===== config.mk =====
export PLATFORM = sky130hd
export DESIGN_NAME = fetch_queue_unit
export DESIGN_NICKNAME = d
export VERILOG_FILES = /design/src/rtl/fetch_queue_unit.sv
export SDC_FILE = /design/constraint.sdc
export NUM_CORES = 1
export LEC_CHECK = 0
export CORE_MARGIN = 2
export CORE_UTILIZATION = 48
export DETAILED_ROUTE_END_ITERATION = 12
export GPL_ROUTABILITY_DRIVEN = 1
export HOLD_SLACK_MARGIN = 0.03
export PLACE_DENSITY = 0.78
export RECOVER_POWER = 50
export SLEW_MARGIN = 15
export SYNTH_ARGS = -nofsm -noshare
export SYNTH_HDL_FRONTEND = slang
export SYNTH_SLANG_ARGS = --single-unit

===== constraint.sdc =====
create_clock -name clock -period 7.2 [get_ports clock]
set_input_delay 1.08 -clock clock [delete_from_list [all_inputs] [get_ports clock]]
set_output_delay 1.08 -clock clock [all_outputs]
set_load 0.03 [all_outputs]

===== src/rtl/fetch_queue_unit.sv =====
// fetch_queue_unit: owns the PC, fetches from a combinational ROM into a
// DEPTH-entry prefetch queue and hands entries to decode over valid/ready.
// Taken branches and jumps redirect the PC and flush the queue.
// Optional macro FETCH_PERF_EN adds perf_fetched/perf_stall/perf_flush counters.
module fetch_queue_unit #(
  parameter int unsigned   PC_W     = 32,
  parameter int unsigned   INSTR_W  = 32,
  parameter int unsigned   DEPTH    = 4,
  parameter logic [PC_W-1:0] RESET_PC = '0
) (
  input  logic               clock,
  input  logic               reset,
  output logic [PC_W-1:0]    imem_addr,
  input  logic [INSTR_W-1:0] imem_rdata,
  output logic               out_valid,
  input  logic               out_ready,
  output logic [INSTR_W-1:0] out_instr,
  output logic [PC_W-1:0]    out_pc,
  output logic [PC_W-1:0]    out_pc4,
  input  logic               br_taken,
  input  logic [PC_W-1:0]    br_base_pc4,
  input  logic [15:0]        br_imm16,
  input  logic               jump,
  input  logic [PC_W-1:0]    jump_base_pc4,
  input  logic [25:0]        jump_tgt26
`ifdef FETCH_PERF_EN
  ,
  output logic [31:0]        perf_fetched,
  output logic [31:0]        perf_stall,
  output logic [15:0]        perf_flush
`endif
);

  localparam int unsigned PTR_W = $clog2(DEPTH);
  localparam int unsigned CNT_W = PTR_W + 1;
  localparam int unsigned EXT_W = (PC_W > 18) ? PC_W : 18;

  logic [PC_W-1:0]    fetch_pc_q, fetch_pc_d;
  logic [PC_W-1:0]    pc_mem_q    [DEPTH];
  logic [PC_W-1:0]    pc_mem_d    [DEPTH];
  logic [INSTR_W-1:0] instr_mem_q [DEPTH];
  logic [INSTR_W-1:0] instr_mem_d [DEPTH];
  logic [PTR_W-1:0]   rd_ptr_q, rd_ptr_d;
  logic [PTR_W-1:0]   wr_ptr_q, wr_ptr_d;
  logic [CNT_W-1:0]   count_q, count_d;

  logic               redirect;
  logic               pop;
  logic               push;
  logic [EXT_W-1:0]   br_off;
  logic [PC_W-1:0]    br_target;
  logic [PC_W-1:0]    jump_target;
  logic [PC_W-1:0]    redirect_target;

  // Jump target: region bits come from the jump's pc+4 only when the PC is wide enough
  if (PC_W > 28) begin : g_jump_wide
    logic unused_jump_low;
    assign unused_jump_low = ^jump_base_pc4[27:0];
    assign jump_target     = {jump_base_pc4[PC_W-1:28], jump_tgt26, 2'b00};
  end else begin : g_jump_narrow
    logic        unused_jump_base;
    logic [27:0] jump_word;
    assign unused_jump_base = ^jump_base_pc4;
    assign jump_word        = {jump_tgt26, 2'b00};
    assign jump_target      = jump_word[PC_W-1:0];
  end

  // Redirect selection and queue handshake decode
  always_comb begin
    br_off          = EXT_W'($signed({br_imm16, 2'b00}));
    br_target       = br_base_pc4 + br_off[PC_W-1:0];
    redirect        = br_taken | jump;
    redirect_target = jump ? jump_target : br_target;
    pop             = out_valid & out_ready;
    push            = ~redirect & ((count_q != CNT_W'(DEPTH)) | pop);
  end

  // Next-state for PC, pointers, occupancy and queue storage
  always_comb begin
    fetch_pc_d  = fetch_pc_q;
    rd_ptr_d    = rd_ptr_q;
    wr_ptr_d    = wr_ptr_q;
    count_d     = count_q;
    pc_mem_d    = pc_mem_q;
    instr_mem_d = instr_mem_q;
    if (redirect) begin
      fetch_pc_d = redirect_target;
      rd_ptr_d   = '0;
      wr_ptr_d   = '0;
      count_d    = '0;
    end else begin
      if (pop) begin
        rd_ptr_d = rd_ptr_q + PTR_W'(1);
      end
      if (push) begin
        pc_mem_d[wr_ptr_q]    = fetch_pc_q;
        instr_mem_d[wr_ptr_q] = imem_rdata;
        wr_ptr_d              = wr_ptr_q + PTR_W'(1);
        fetch_pc_d            = fetch_pc_q + PC_W'(4);
      end
      count_d = count_q + CNT_W'(push) - CNT_W'(pop);
    end
  end

  // Control state with synchronous reset
  always_ff @(posedge clock) begin
    if (reset) begin
      fetch_pc_q <= RESET_PC;
      rd_ptr_q   <= '0;
      wr_ptr_q   <= '0;
      count_q    <= '0;
    end else begin
      fetch_pc_q <= fetch_pc_d;
      rd_ptr_q   <= rd_ptr_d;
      wr_ptr_q   <= wr_ptr_d;
      count_q    <= count_d;
    end
  end

  // Queue payload storage needs no reset; occupancy gates its visibility
  always_ff @(posedge clock) begin
    pc_mem_q    <= pc_mem_d;
    instr_mem_q <= instr_mem_d;
  end

  // Head of queue drives decode; empty queue presents zeros
  always_comb begin
    imem_addr = fetch_pc_q;
    out_valid = (count_q != '0);
    out_pc    = out_valid ? pc_mem_q[rd_ptr_q] : '0;
    out_instr = out_valid ? instr_mem_q[rd_ptr_q] : '0;
    out_pc4   = out_valid ? (pc_mem_q[rd_ptr_q] + PC_W'(4)) : '0;
  end

`ifdef FETCH_PERF_EN
  logic [31:0] perf_fetched_q, perf_fetched_d;
  logic [31:0] perf_stall_q, perf_stall_d;
  logic [15:0] perf_flush_q, perf_flush_d;

  // Wrapping event counters for pushes, stalled heads and redirects
  always_comb begin
    perf_fetched_d = perf_fetched_q + 32'(push);
    perf_stall_d   = perf_stall_q + 32'(out_valid & ~out_ready);
    perf_flush_d   = perf_flush_q + 16'(redirect);
  end

  // Counter state with synchronous reset
  always_ff @(posedge clock) begin
    if (reset) begin
      perf_fetched_q <= '0;
      perf_stall_q   <= '0;
      perf_flush_q   <= '0;
    end else begin
      perf_fetched_q <= perf_fetched_d;
      perf_stall_q   <= perf_stall_d;
      perf_flush_q   <= perf_flush_d;
    end
  end

  assign perf_fetched = perf_fetched_q;
  assign perf_stall   = perf_stall_q;
  assign perf_flush   = perf_flush_q;
`endif

endmodule


==> impl_metrics.ini, run 1 <==
[worst_setup_path]
cp-end-kind = flip-flop
worstPathArrival_ps = 5920
path_class = in -> reg
worst-path-max-fanout = 64
worstPathRequired_ps = 7270
crit_path_start_kind = primary input

[clocking]
post_cts_buffers = 0
cts_buffers = 29
clk_pin_slew_ps = 60
clk_latency_ps = 540
cts.sinks = 295
cts_tree = built
htreeDepth = 1
cts_hold_buf = 0
clock_path_buffers = 3
ctsResizeCount = 0
cts-root-buf = clkbuf_16

[routing]
routedWlPerCell_um = 21.03
wl_mm = 36.13
drt_pre_antenna_iters = 7
drtIter0Drc = 887
antenna_left = 0
viasPerCell = 5.806
drc_errors = 0
vias = 9975

[floorplanning]
initial_core_util_pct = 48.74
coreArea_um2 = 29560
dieWidth_um = 177.3
io_pins = 272
core.rowCount = 63
dieArea_um2 = 31420
chipHeight_um = 177.3

[logic_synthesis]
ys_top_cells_by_area = edfxtp_1, mux4_2, dfxtp_1, ha_1, and2_1
ys_warn_count = 0
yosysTopAreaCell = edfxtp_1
avgSynthCellArea_um2 = 13.39
synth_area_um2 = 14410
synth_edf_count = 256
yosys.cell_types.count = 64
synth-async-reset-ratio_pct = 0
yosys_most_used_dff = edfxtp_1
synth_common_cells = edfxtp_1, and2_1, nand2_1
syn-num-nets = 1258
ys_seq_area_share_pct = 58.78
synth_most_common_cell = edfxtp_1
synth_top_area_share_pct = 53.36
ys_seq_elements = 295
synth_cells = 1076

[run_status]
status = finished, violations left
violations = capacitance limit, slew limit

[global_routing]
gr-total-overflow = 0
globalRouteTotalUtil_pct = 22.68
grt_max_degree = 66
grt_pass1_vias = 9835
antenna_found_initial = 1
grt_pass1_wl_mm = 54.96

[placement]
place_congestion = 0.9038
placedCellCount = 1664
port-buffer-count = 243
hpwl_mm = 24.48

[sta]
fin_tns_setup_ps = 0
tightest_slew_ps = 3399
hold_viol_final = 0
timing.hold.ws_ps = 499.6
fmax_mhz = 170.9
relSlewSlack_pct = -126.6
period_needed_ps = 5852
rsz0062_at_grt = false
setup_violations = 0
fin_skew_ps = 7.903
report.final.slew_viol_count = 130
period_share_pct = 81.28

[min_path]
hold_class = reg -> reg

[power]
ir_drop_mv = 0.1372
power_density_nw_per_um2 = 219.3
power_leakage_uw = 0.006167

[cells_and_area]
final_layout_size_suffix_gt1_share_pct = 9.269
nFillCells = 2284
area.growth.synth_to_final_pct = 26.13
fin_cells = 1718
fin_nets = 1487

[job]
drv_cap = 2
[through the flow]
stage / total power (uW) / instance area, um2 / setup WS, ps / utilization (%)
after floorplan: 2242 / 14410 / 2963 / -
after global placement: 2441 / 17190 / 1936 / 58.15
after detailed placement: 2449 / 17190 / 1894 / 58.15
after CTS: 4008 / 18180 / 1308 / 61.51
after global routing: 4114 / 18170 / 1009 / 61.47
final: 3985 / 18170 / 1348 / 61.48
[state kept, by name (all words and copies together) (netlist names)]
name         flops
instr_mem_q    128
count_q          3
wr_ptr_q         2
pc_mem_q       128
rd_ptr_q         2
imem_addr       32
[worst paths after layout]
check	from	endpoint	slack (ps)	cells past startpoint
max	br_taken	instr_mem_q[9]	1350	5
min	wr_ptr_q[1]	wr_ptr_q[1]	500	2
max reg2reg	count_q[1]	instr_mem_q[9]	3250	2
min reg2reg	wr_ptr_q[1]	wr_ptr_q[1]	500	2
[cells by family after synthesis]
logic type      after synthesis  share of synthesized area, %
xor+xnor                     64                         3.891
fa+ha+maj                    39                         3.491
compound gates              190                         8.415
flops                       295                         58.78
mux                          73                         10.85
simple gates                341                         12.38
buf+inv                      74                         2.206
[cell type report]
type	count	area [um2]	share of cell area, %
clock buffers	34	744.5	4.097
well taps	390	488.0	2.685
multi-input cells	707	5643	31.05
diodes	1	2.502	0.01377
clock inverters	19	246.5	1.356
flip-flops and latches	295	8473	46.63
repair buffers	254	2507	13.80
inverters	18	67.56	0.3718
[metal layers]
| layer | track usage, % | routed length (um) | vias to the layer above | part of all wire [%] |
|---|---|---|---|---|
| met2 | 37.52 | 17220 | 435 | 48 |
| li1 | - | - | 4617 | - |
| met1 | 31.72 | 15290 | 4874 | 42 |
| met5 | 0 | 0 | - | 0 |
| met3 | 3.200 | 2876 | 49 | 8.0 |
| met4 | 5.908 | 745 | 0 | 2.1 |
[where the power goes]
part | leakage [uW] | switching, uW | total [uW] | internal [uW]
registers | 0.00268 | 50.3 | 1960 | 1910
logic | 0.00300 | 253 | 452 | 199
clock network | 0.000484 | 625 | 1580 | 951
[placed cells by master (no fill, tap or decap), drive strengths merged, types with 35 or more instances in the layout]
cell,count
ha,37
clkdlybuf4s50,180
a21oi,60
dlygate4sd3,63
and2,72
mux4,64
clkbuf,36
nor2,67
o21ai,40
dfxtp,39
nand2,70
xnor2,35
edfxtp,256
[worst max-delay path, stage by stage]
cell and delay, ps:
dlygate4sd3_1 530, clkbuf_1 510, nor2_1 240, clkbuf_1 870, and3_1 2620
Note: power is estimated with default switching activity, not from simulation.
==> run 2, diff against run 1 <==
Clock period 7.2 ns to 5.4 ns, I/O delays scaled along.
==> run 2 against run 1 <==
Critical path depth up 3. Die area unchanged. Count of clock-buffer cells in the layout up 4. Register-to-register slack worse by 1600 ps. Clock power up 19%. Clock skew up 3.0 ps. Via count down 0.56%. The run still ends with capacitance limit, slew limit left. First-iteration DRC count down 11%. Sequential share of layout area up 0.25 points. Final cell count about the same. Global-route usage down 0.17 points. Power up 28%.
==> impl_metrics.ini, run 2 (synthesized netlist as in run 1, its figures left out) <==
[cells_and_area]
area.growth.synth_to_final_pct = 25.45
layout_common_cells = edfxtp_1, clkdlybuf4s50_1, and2_1
design_area_um2 = 18070
num_antenna_cells = 0
final_common_cell = edfxtp_1
multi_input_area_um2 = 5639
regArea_um2 = 8473
final_layout_size_suffix_gt1_share_pct = 8.968
fin_nets = 1489
fin_cells = 1717
nFillCells = 2247
utilization_pct = 61.15

[routing]
vias = 9919
viasPerCell = 5.777
drt_pre_antenna_iters = 6
drtIter0Drc = 790
drc_errors = 0
routedWlPerCell_um = 20.82
wl_mm = 35.76
antenna_left = 0

[floorplanning]
dieWidth_um = 177.3
coreArea_um2 = 29560
chipHeight_um = 177.3
io_pins = 272
initial_core_util_pct = 48.74
core.rowCount = 63
dieArea_um2 = 31420

[power]
power_leakage_uw = 0.006123
power_density_nw_per_um2 = 282.0
power.total_uw = 5097
ir_drop_mv = 0.1725

[sta]
period_share_pct = 93.64
setup_violations = 0
relSlewSlack_pct = -15.26
period_needed_ps = 5057
fin_skew_ps = 10.88
tightest_slew_ps = 1729
rsz0062_at_grt = false
hold_viol_final = 0
report.final.slew_viol_count = 196
fin_tns_setup_ps = 0
fmax_mhz = 197.8

[worst_setup_path]
cp_common_cell = or3_1
cp-end-kind = output port
crit_slowest_cell = clkdlybuf4s50_1
worst_path_dominant_cell_family = simple AND/OR/NAND/NOR gates
worstPathArrival_ps = 4250
max_stage_delay_ps = 690
crit_chain = buf_4 > mux4_1 > nand2b_4 > or3_1 > or2_1 > or3_1 > a21oi_1 > clkdlybuf4s50_1
crit_path_start_kind = flip-flop
path_class = reg -> out
crit_buf_inv = 2
worstPathRequired_ps = 4590
worst-path-max-fanout = 25

[global_routing]
grt_max_degree = 66
grt_pass1_wl_mm = 54.74
grt_pass1_vias = 9850
gr-total-overflow = 0
globalRouteTotalUtil_pct = 22.51
antenna_found_initial = 0

[min_path]
hold_class = reg -> reg

[placement]
place_congestion = 0.9098
placedCellCount = 1668
hpwl_mm = 24.76
place_area_um2 = 17220
port-buffer-count = 243

[clocking]
post_cts_buffers = 0
cts.sinks = 295
cts-root-buf = clkbuf_16
ctsResizeCount = 0
cts_tree = built
clk_pin_slew_ps = 60
cts_hold_buf = 0
htreeDepth = 1
clock_path_buffers = 3
cts_buffers = 27
clk_latency_ps = 530

[job]
drv_cap = 3

[run_status]
status = finished, violations left
violations = capacitance limit, slew limit
## run 2: cell types whose count changed in the layout (fill, tap and decap cells not counted), sizes merged
cell           delta
clkinvlp          +1
clkinv            -6
clkbuf            +5
buf               +3
diode             -1
dlygate4sd3       +4
bufinv            -3
clkdlybuf4s50     -4
## run 2: final cells by class
cell class / count / share of cell area, %
Sequential cell: 295 / 46.88
Multi-Input combinational cell: 707 / 31.20
Timing Repair Buffer: 258 / 14.02
Clock buffer: 38 / 4.077
Tap cell: 390 / 2.700
Clock inverter: 11 / 0.7545
Inverter: 18 / 0.3738
## run 2: where the power goes
part           switching, uW  internal (uW)
sequential              67.8           2540
clock                    790           1090
combinational            338            265
total                   1200           3900
## run 2: worst paths after layout
check | start | to | slack (ps) | cells past startpoint
setup / recovery | rd_ptr_q[0] | out_pc4[24] | 340 | 8
hold / removal | wr_ptr_q[1] | wr_ptr_q[1] | 500 | 2
setup reg to reg | count_q[1] | count_q[2] | 1660 | 11
hold reg to reg | wr_ptr_q[1] | wr_ptr_q[1] | 500 | 2
## run 2: worst reg2reg max path, stage by stage, from the launching register on
cell     delay (ps)
dfxtp_1         360
nor3_2          200
buf_4           360
inv_1           820
and2_1          580
ha_1            290
inv_1            40
ha_1            190
fa_1            400
xnor2_1         200
xnor2_1         130
nor2_1           50
## run 2: stage by stage
stage / hold WS (ps) / setup WS, ps
after global routing: 513.9 / 96.19
after global placement: 477.9 / 946.4
after detailed placement: 484.9 / 891.0
final: 495.4 / 343.4
after CTS: 493.7 / 291.2
after floorplan: 464.7 / 1433
## run 2: per-layer routing
layer	track usage (%)	wire length, um	up-vias
met5	0	0	-
met1	31.50	15310	4866
li1	-	-	4623
met4	5.396	682	0
met2	37.14	16900	385
met3	3.565	2865	45
